==> src/rtl/pipe_pkg.sv <==
// Shared definitions for the pipeline stage buffers.
// Holds the stall-vector width, the stop encodings, the NOP register
// address, the all-zero data word and the stage operating-mode decode.
package pipe_pkg;

   localparam int unsigned STALL_W      = 6;
   localparam int unsigned HOLD_CNT_W   = 8;
   localparam int unsigned NOP_ADDR_W   = 5;
   localparam int unsigned WORD_W       = 32;

   localparam logic                  STOP         = 1'b1;
   localparam logic                  NOT_STOP     = 1'b0;
   localparam logic [NOP_ADDR_W-1:0] NOP_REG_ADDR = 5'd0;
   localparam logic [WORD_W-1:0]     ZEROWORD     = 32'h0000_0000;

   typedef enum logic [1:0] {
      MODE_ADVANCE = 2'd0,
      MODE_BUBBLE  = 2'd1,
      MODE_HOLD    = 2'd2
   } stage_mode_t;

   // s = this stage stopped, n = next stage stopped
   function automatic stage_mode_t stage_mode(input logic s, input logic n);
      stage_mode_t m;
      if (s == NOT_STOP)      m = MODE_ADVANCE;
      else if (n == NOT_STOP) m = MODE_BUBBLE;
      else                    m = MODE_HOLD;
      return m;
   endfunction

endpackage

==> src/rtl/pipe_sat_cnt.sv <==
// Saturating up-counter with synchronous clear.
// Ports: clk, rst (async active-low), clr (sync clear, wins over inc),
//        inc (count up by one, sticks at all-ones), cnt (registered count).
module pipe_sat_cnt #(
   parameter int unsigned W = 8
) (
   input  logic         clk,
   input  logic         rst,
   input  logic         clr,
   input  logic         inc,
   output logic [W-1:0] cnt
);

   always_ff @(posedge clk or negedge rst) begin
      if (!rst) begin
         cnt <= '0;
      end else if (clr) begin
         cnt <= '0;
      end else if (inc && (cnt != {W{1'b1}})) begin
         cnt <= cnt + W'(1);
      end
   end

endmodule

==> src/rtl/pipe_stage_buf.sv <==
// One pipeline stage register with stall/bubble/hold handling and a
// multi-cycle accumulator feedback path.
// Config macro: PIPE_FLUSH_EN -- when defined, flush synchronously clears
// every output (priority over stall); otherwise flush is ignored.
// Ports: clk, rst (async active-low), stall (per-stage stop vector),
//        flush, in_* (upstream slot payload), acc_i/cnt_i (execute-unit
//        carry), out_* (registered payload), acc_o/cnt_o (carry fed back),
//        hold_cnt (consecutive stopped cycles, saturating at 255).
module pipe_stage_buf #(
   parameter int unsigned REG_DW  = 32,
   parameter int unsigned REG_AW  = 5,
   parameter int unsigned ACC_W   = 64,
   parameter int unsigned CNT_W   = 2,
   parameter int unsigned STALL_W = pipe_pkg::STALL_W,
   parameter int unsigned STAGE   = 3
) (
   input  logic               clk,
   input  logic               rst,
   input  logic [STALL_W-1:0] stall,
   input  logic               flush,
   input  logic               in_valid,
   input  logic [REG_DW-1:0]  in_wdata,
   input  logic [REG_AW-1:0]  in_waddr,
   input  logic               in_wen,
   input  logic [REG_DW-1:0]  in_hi,
   input  logic [REG_DW-1:0]  in_lo,
   input  logic               in_hilo_wen,
   input  logic [ACC_W-1:0]   acc_i,
   input  logic [CNT_W-1:0]   cnt_i,
   output logic               out_valid,
   output logic [REG_DW-1:0]  out_wdata,
   output logic [REG_AW-1:0]  out_waddr,
   output logic               out_wen,
   output logic [REG_DW-1:0]  out_hi,
   output logic [REG_DW-1:0]  out_lo,
   output logic               out_hilo_wen,
   output logic [ACC_W-1:0]   acc_o,
   output logic [CNT_W-1:0]   cnt_o,
   output logic [7:0]         hold_cnt
);

   import pipe_pkg::*;

   // Padding bit makes stall[STAGE+1] read as NOT_STOP for the last stage.
   logic [STALL_W:0] stall_ext;
   logic             s;
   logic             n;
   logic             flush_act;
   logic             cnt_clr;
   logic             cnt_inc;
   logic             unused_bits;
   stage_mode_t      mode;

   assign stall_ext   = {NOT_STOP, stall};
   assign s           = stall_ext[STAGE];
   assign n           = stall_ext[STAGE+1];
   assign unused_bits = ^{stall_ext, flush};

`ifdef PIPE_FLUSH_EN
   assign flush_act = flush;
`else
   assign flush_act = 1'b0;
`endif

   always_comb begin
      mode    = stage_mode(s, n);
      cnt_clr = flush_act || (mode == MODE_ADVANCE);
      cnt_inc = (mode != MODE_ADVANCE);
   end

   // Payload and accumulator register
   always_ff @(posedge clk or negedge rst) begin
      if (!rst) begin
         out_valid    <= 1'b0;
         out_wdata    <= '0;
         out_waddr    <= '0;
         out_wen      <= 1'b0;
         out_hi       <= '0;
         out_lo       <= '0;
         out_hilo_wen <= 1'b0;
         acc_o        <= '0;
         cnt_o        <= '0;
      end else if (flush_act) begin
         out_valid    <= 1'b0;
         out_wdata    <= '0;
         out_waddr    <= '0;
         out_wen      <= 1'b0;
         out_hi       <= '0;
         out_lo       <= '0;
         out_hilo_wen <= 1'b0;
         acc_o        <= '0;
         cnt_o        <= '0;
      end else begin
         case (mode)
            MODE_ADVANCE: begin
               out_valid    <= in_valid;
               out_wdata    <= in_wdata;
               out_waddr    <= in_waddr;
               out_wen      <= in_wen & in_valid;
               out_hi       <= in_hi;
               out_lo       <= in_lo;
               out_hilo_wen <= in_hilo_wen & in_valid;
               acc_o        <= '0;
               cnt_o        <= '0;
            end
            MODE_BUBBLE: begin
               out_valid    <= 1'b0;
               out_wdata    <= REG_DW'(ZEROWORD);
               out_waddr    <= REG_AW'(NOP_REG_ADDR);
               out_wen      <= 1'b0;
               out_hi       <= REG_DW'(ZEROWORD);
               out_lo       <= REG_DW'(ZEROWORD);
               out_hilo_wen <= 1'b0;
               acc_o        <= acc_i;
               cnt_o        <= cnt_i;
            end
            default: begin
               // Hold: payload stays, execute carry keeps flowing
               acc_o        <= acc_i;
               cnt_o        <= cnt_i;
            end
         endcase
      end
   end

   pipe_sat_cnt #(
      .W (HOLD_CNT_W)
   ) u_hold_cnt (
      .clk (clk),
      .rst (rst),
      .clr (cnt_clr),
      .inc (cnt_inc),
      .cnt (hold_cnt)
   );

endmodule
==> config.mk <==
export PLATFORM = sky130hd
export DESIGN_NAME = pipe_stage_buf
export DESIGN_NICKNAME = d
export VERILOG_FILES = /design/src/rtl/pipe_pkg.sv /design/src/rtl/pipe_sat_cnt.sv /design/src/rtl/pipe_stage_buf.sv
export SDC_FILE = /design/constraint.sdc
export NUM_CORES = 1
export LEC_CHECK = 0
export CORE_AREA = 2 2 140 142
export CTS_BUF_LIST = sky130_fd_sc_hd__clkbuf_4 sky130_fd_sc_hd__clkbuf_8
export CTS_CLUSTER_DIAMETER = 30
export DETAILED_ROUTE_END_ITERATION = 8
export DIE_AREA = 0 0 142 144
export MAX_ROUTING_LAYER = met4
export PLACE_DENSITY = 0.71
export SYNTH_ARGS = -nofsm -noshare
export SYNTH_HDL_FRONTEND = slang
export SYNTH_SLANG_ARGS = --single-unit
==> constraint.sdc <==
create_clock -name clk -period 3.5 [get_ports clk]
set_clock_uncertainty 0.15 [all_clocks]
set_input_delay 0.7 -clock clk [delete_from_list [all_inputs] [get_ports clk]]
set_output_delay 0.7 -clock clk [all_outputs]
set_load 0.01 [all_outputs]
### Yosys cells after proc, flatten, opt, wreduce, memory -nomap -nowiden

Index checks and enable logic that the tools add are counted.

* register bits: 178
* input bits: 179
* output and inout bits: 178
* word-level logic and storage cells: 33

* $add $sub $neg: 1
* eq/ne operators: 2
* multiplexer cells: 13
* bitwise gates (word level): 2
* reductions and logical operators: 5

Operators with widths (number)
* one-hot mux 32 bit (2 select lines): 3
* two-way mux 64 bit: 1
* two-way mux 8 bit: 2
* one-hot mux 5 bit (2 select lines): 1
* adder 8 x 1 -> 8 bit, second input constant: 1
* inequality test 8 bit, second input constant: 1
* two-way mux 2 bit: 3
* one-hot mux 1 bit (2 select lines): 3
* nonzero test 2 bit: 3
* bitwise AND 1 bit: 2
* == test 2 x 1 -> 1 bit, second input constant: 1
* logical NOT 2 bit: 1
* logical AND 1 bit: 1

### Logic depth before layout (Yosys ltp)

* word-level depth: 6
* mapped depth: 5
* mapped depth without buffers: 4

### By module

A second synthesis with hierarchy kept.

* cell total of the unflattened synthesis: 423
* area total of the unflattened synthesis: 6252.2 um2

By module, submodules not included
* pipe_stage_buf: times used 1, cells each 374, area each 5788.1 um2, seq. area each 4254.1 um2
* pipe_sat_cnt: times used 1, cells each 49, area each 464.2 um2, seq. area each 200.2 um2

### Least setup slack after synthesis

OpenSTA, ideal clock, no wires.

* path kind: input to register
* start point: input port stall[3]
* end point: register out_wdata[22]
* setup time: 121 ps
* data arrival time: 1401 ps
* required time: 3229 ps
* slack: 1828 ps
* stages: 5
* path through: and2_1 buf_2 buf_6 buf_6 a22o_1

* longest elaborated chain between the ends: 3
* elaborated cells between the ends (all ways): 5

Ends and longest elaborated chain
* from (decl): RTL line pipe_stage_buf.sv:19 `input logic [STALL_W-1:0] stall,`
* two-way mux 2 bit *: RTL line pipe_pkg.sv:25 `if (s == NOT_STOP) m = MODE_ADVANCE;`
* == test 2 x 1 -> 1 bit or logical NOT 2 bit (tied branches): RTL line pipe_stage_buf.sv:94 `case (mode)`
* one-hot mux 32 bit (2 select lines) or nonzero test 2 bit (tied branches)
* to (signal assigned): RTL line pipe_stage_buf.sv:97 `out_wdata <= in_wdata;`
* to (signal assigned): RTL line pipe_stage_buf.sv:108 `out_wdata <= REG_DW'(ZEROWORD);`
* to (decl): RTL line pipe_stage_buf.sv:31 `output logic [REG_DW-1:0] out_wdata,`

Mark *: on every way between the ends. The rest lies on a longest branch, timed or not.
A chain may end at the register's enable or synchronous reset.

### Worst setup path after layout

* start point: register u_hold_cnt.cnt[0]
* end point: output port hold_cnt[0]

RTL lines
* from (decl): RTL line pipe_sat_cnt.sv:11 `output logic [W-1:0] cnt`
* from (signal assigned): RTL line pipe_sat_cnt.sv:20 `cnt <= cnt + W'(1);`
* to (decl): RTL line pipe_stage_buf.sv:39 `output logic [7:0] hold_cnt`

No word-level cell between the ends.

==> results.md <==
- Total CTS buffers: 17
- Required @ worst endpoint: 2650 ps
- Final Max Tran Viols: 0
- Worst Path Buf+Inv: 1
- Core region area: ~19000 um^2
- Cell area after synthesis: 6190 um^2
- Row count: around 50
- PostCTS Resize Cnt: 0
- Drt initial violations: 200
- Synthesized Nets: approximately 600
- Slowest CP cell: clkdlybuf4s50_1
- Arrival @ worst endpoint: about 1600 ps
- Tot Pwr: between 4 and 5 mW
- Cell count after synthesis: 418
- Max-Cap Viols: 0
- Vias in the first global route: around 5100
- DP Wirelength: between 10000 and 15000 um
- Ys Warns: 0
- Ant diodes: 0
- Largest net degree at the start of global routing: 99
- Max clock buf depth: 2
- Area Growth Syn to Fin: 66.0%
- Power density cells: roughly 420 nW/um^2
- Drt first pass iters: 4
- Residual DRC: 0
- CTS tree: built
- Hold crit path type: in2async
- Most common cell after layout, fill and taps aside: clkdlybuf4s50_1
- Detailed Route WL: 17900 um
- CP startpoint kind: flip-flop
- Final Cycle Share: 0.685
- Die W: 142 um
- Yosys top cell by area: dfrtp_1
- CP delay by family, top: buffers and inverters
- Post-synthesis sequential area ratio: 0.720
- Minimum clock period after layout: about 2400 ps
- CP Cell Sequence: clkdlybuf4s50_1
- Critical Path Sink Type: primary output
- Top post-synthesis cells by area: dfrtp_1 72%, a22o_1 15%, and2_1 6.8%
- Unrepaired setup endpoints after global routing: no
- Initial antenna violation count: 0
- CTS root buf: clkbuf_8
- Commonest cells after routing, fill and taps aside: 349 x clkdlybuf4s50_1, 178 x dfrtp_1, 103 x a22o_1
- Synth Register Bits: between 150 and 200
- Clock transition at path regs: roughly 100 ps
- Worst IR Drop VDD: 0.217 mV
- Htree depth: 4
- Congestion Overflow GR: 0
- Die height: approximately 140 um
- DR vias/cell: about 4.7
- Final Hold Vio Count: 0
- Routability cong.: 0.772
- Synth cell types: 25
- Hold_buf cts: 0
- Achievable frequency: between 0.4 and 0.5 GHz
- Slew @ Worst Pin: between 500 and 600 ps
- Synthesized area per cell: between 10 and 15 um^2
- Clock sinks: between 150 and 200
- Setup TNS: 0 ps
- Effective utilization at floorplan: 0.324
- Global-route wire length before repair: 27200 um
- Worst slew margin: 0.619
- Post-synth top area share: 0.720
- Post-CTS setup repair buffer count: 0
- DR WL/cell: approximately 18 um
- Status: finished, final reports clean
- Port Buffer Count: 351
- Share of layout cells above drive strength 1: 0.0554
- R2r setup slk: 1750 ps
- Clock latency on the worst-skew pair: 450 ps
- Detailed-route via count: between 4000 and 5000
- Nets: between 900 and 1000
- Crit Path Class: reg2out
- I/O pins: approximately 360
- Routed Antenna Nets: 0
- CP max FO: 8
- Leakage: ~4.5 nW
- Final setup fails: 0
- Die area: roughly 20000 um^2
- Slowest stage delay, CP: roughly 620 ps
- Gr usage total: 0.178
-- per-layer routing --
metal  track usage  vias up  routed length (um)
met4        0.0632        0                 412
met1         0.207     2356                7250
met2         0.282      237                8610
met5             -        -                   0
li1              -     2181                   -
met3        0.0689       28                1650
-- path summary, 6_finish.rpt --
| kind | startpoint | to | cells after the start |
|---|---|---|---|
| worst max-delay path | u_hold_cnt.cnt[0] | hold_cnt[0] | 1 |
| worst min-delay path | rst | out_wdata[20] | 1 |
| worst max register to register | u_hold_cnt.cnt[1] | u_hold_cnt.cnt[4] | 4 |
| worst min register to register | out_valid | out_valid | 1 |
| max in group asynchronous | rst | out_lo[24] | 2 |
| min in group clk | out_valid | out_valid | 1 |
-- cell type report --
class	instances	area (um^2)
fillers	1562	8810
flip-flops and latches	178	4450
repair buffers	358	3600
multi-input cells	206	1540
well taps	238	298
clock buffers	19	255
clock inverters	13	115
inverters	2	8.76
-- registers in the layout (all words and copies together), names as in the netlist --
register and flops:
u_hold_cnt.cnt 8, out_valid 1, out_hi 32, acc_o 64, out_wen 1, out_lo 32, cnt_o 2, out_wdata 32
out_waddr 5, out_hilo_wen 1
-- stage by stage --
step | setup WS, ps | area (um^2) | instances | hold slack (ps) | util
CTS | 1060 | 10300 | 1014 | 43.4 | 0.538
global route | 1020 | 10300 | 1014 | 64.0 | 0.538
global placement | 1200 | 9900 | 982 | 323 | 0.519
finish | 1100 | 10300 | 1014 | 61.7 | 0.538
detailed placement | 1150 | 9900 | 982 | 329 | 0.519
floorplan | 1830 | 6190 | 418 | 254 | -
-- report_power, final --
group / switching [mW] / internal (mW)
Combinational: 0.278 / 0.476
Clock: 0.799 / 0.546
Sequential: 0.0652 / 2.18
Total: 1.14 / 3.20
-- cell families (layout without fill, tap and decap cells) --
logic type | Yosys count | count (layout) | share of synthesized area
adder cells (fa/ha/maj) | 1 | 1 | 0.00202
flip-flops | 178 | 178 | 0.720
multiplexers | 1 | 1 | 0.00162
buffers and inverters | 34 | 392 | 0.0316
AND/OR/NAND/NOR | 89 | 89 | 0.0874
AO/OA/AOI/OAI | 115 | 115 | 0.157
-- cell usage after synthesis --
cell type,n
nand3_1,1
buf_6,7
nor2_1,1
o21ai_0,5
mux2i_1,1
nor2b_1,1
and3_1,3
a31oi_1,4
inv_1,1
nor3_1,4
and2_1,67
a22o_1,103
a21oi_1,1
nor3b_1,1
dfrtp_1,178
nor4bb_1,1
and4_1,1
clkbuf_1,13
a311oi_1,1
buf_2,12
ha_1,1
inv_2,1
nand2_1,6
nand4_1,3
a21o_1,1
(Power assumes the default switching activity.)
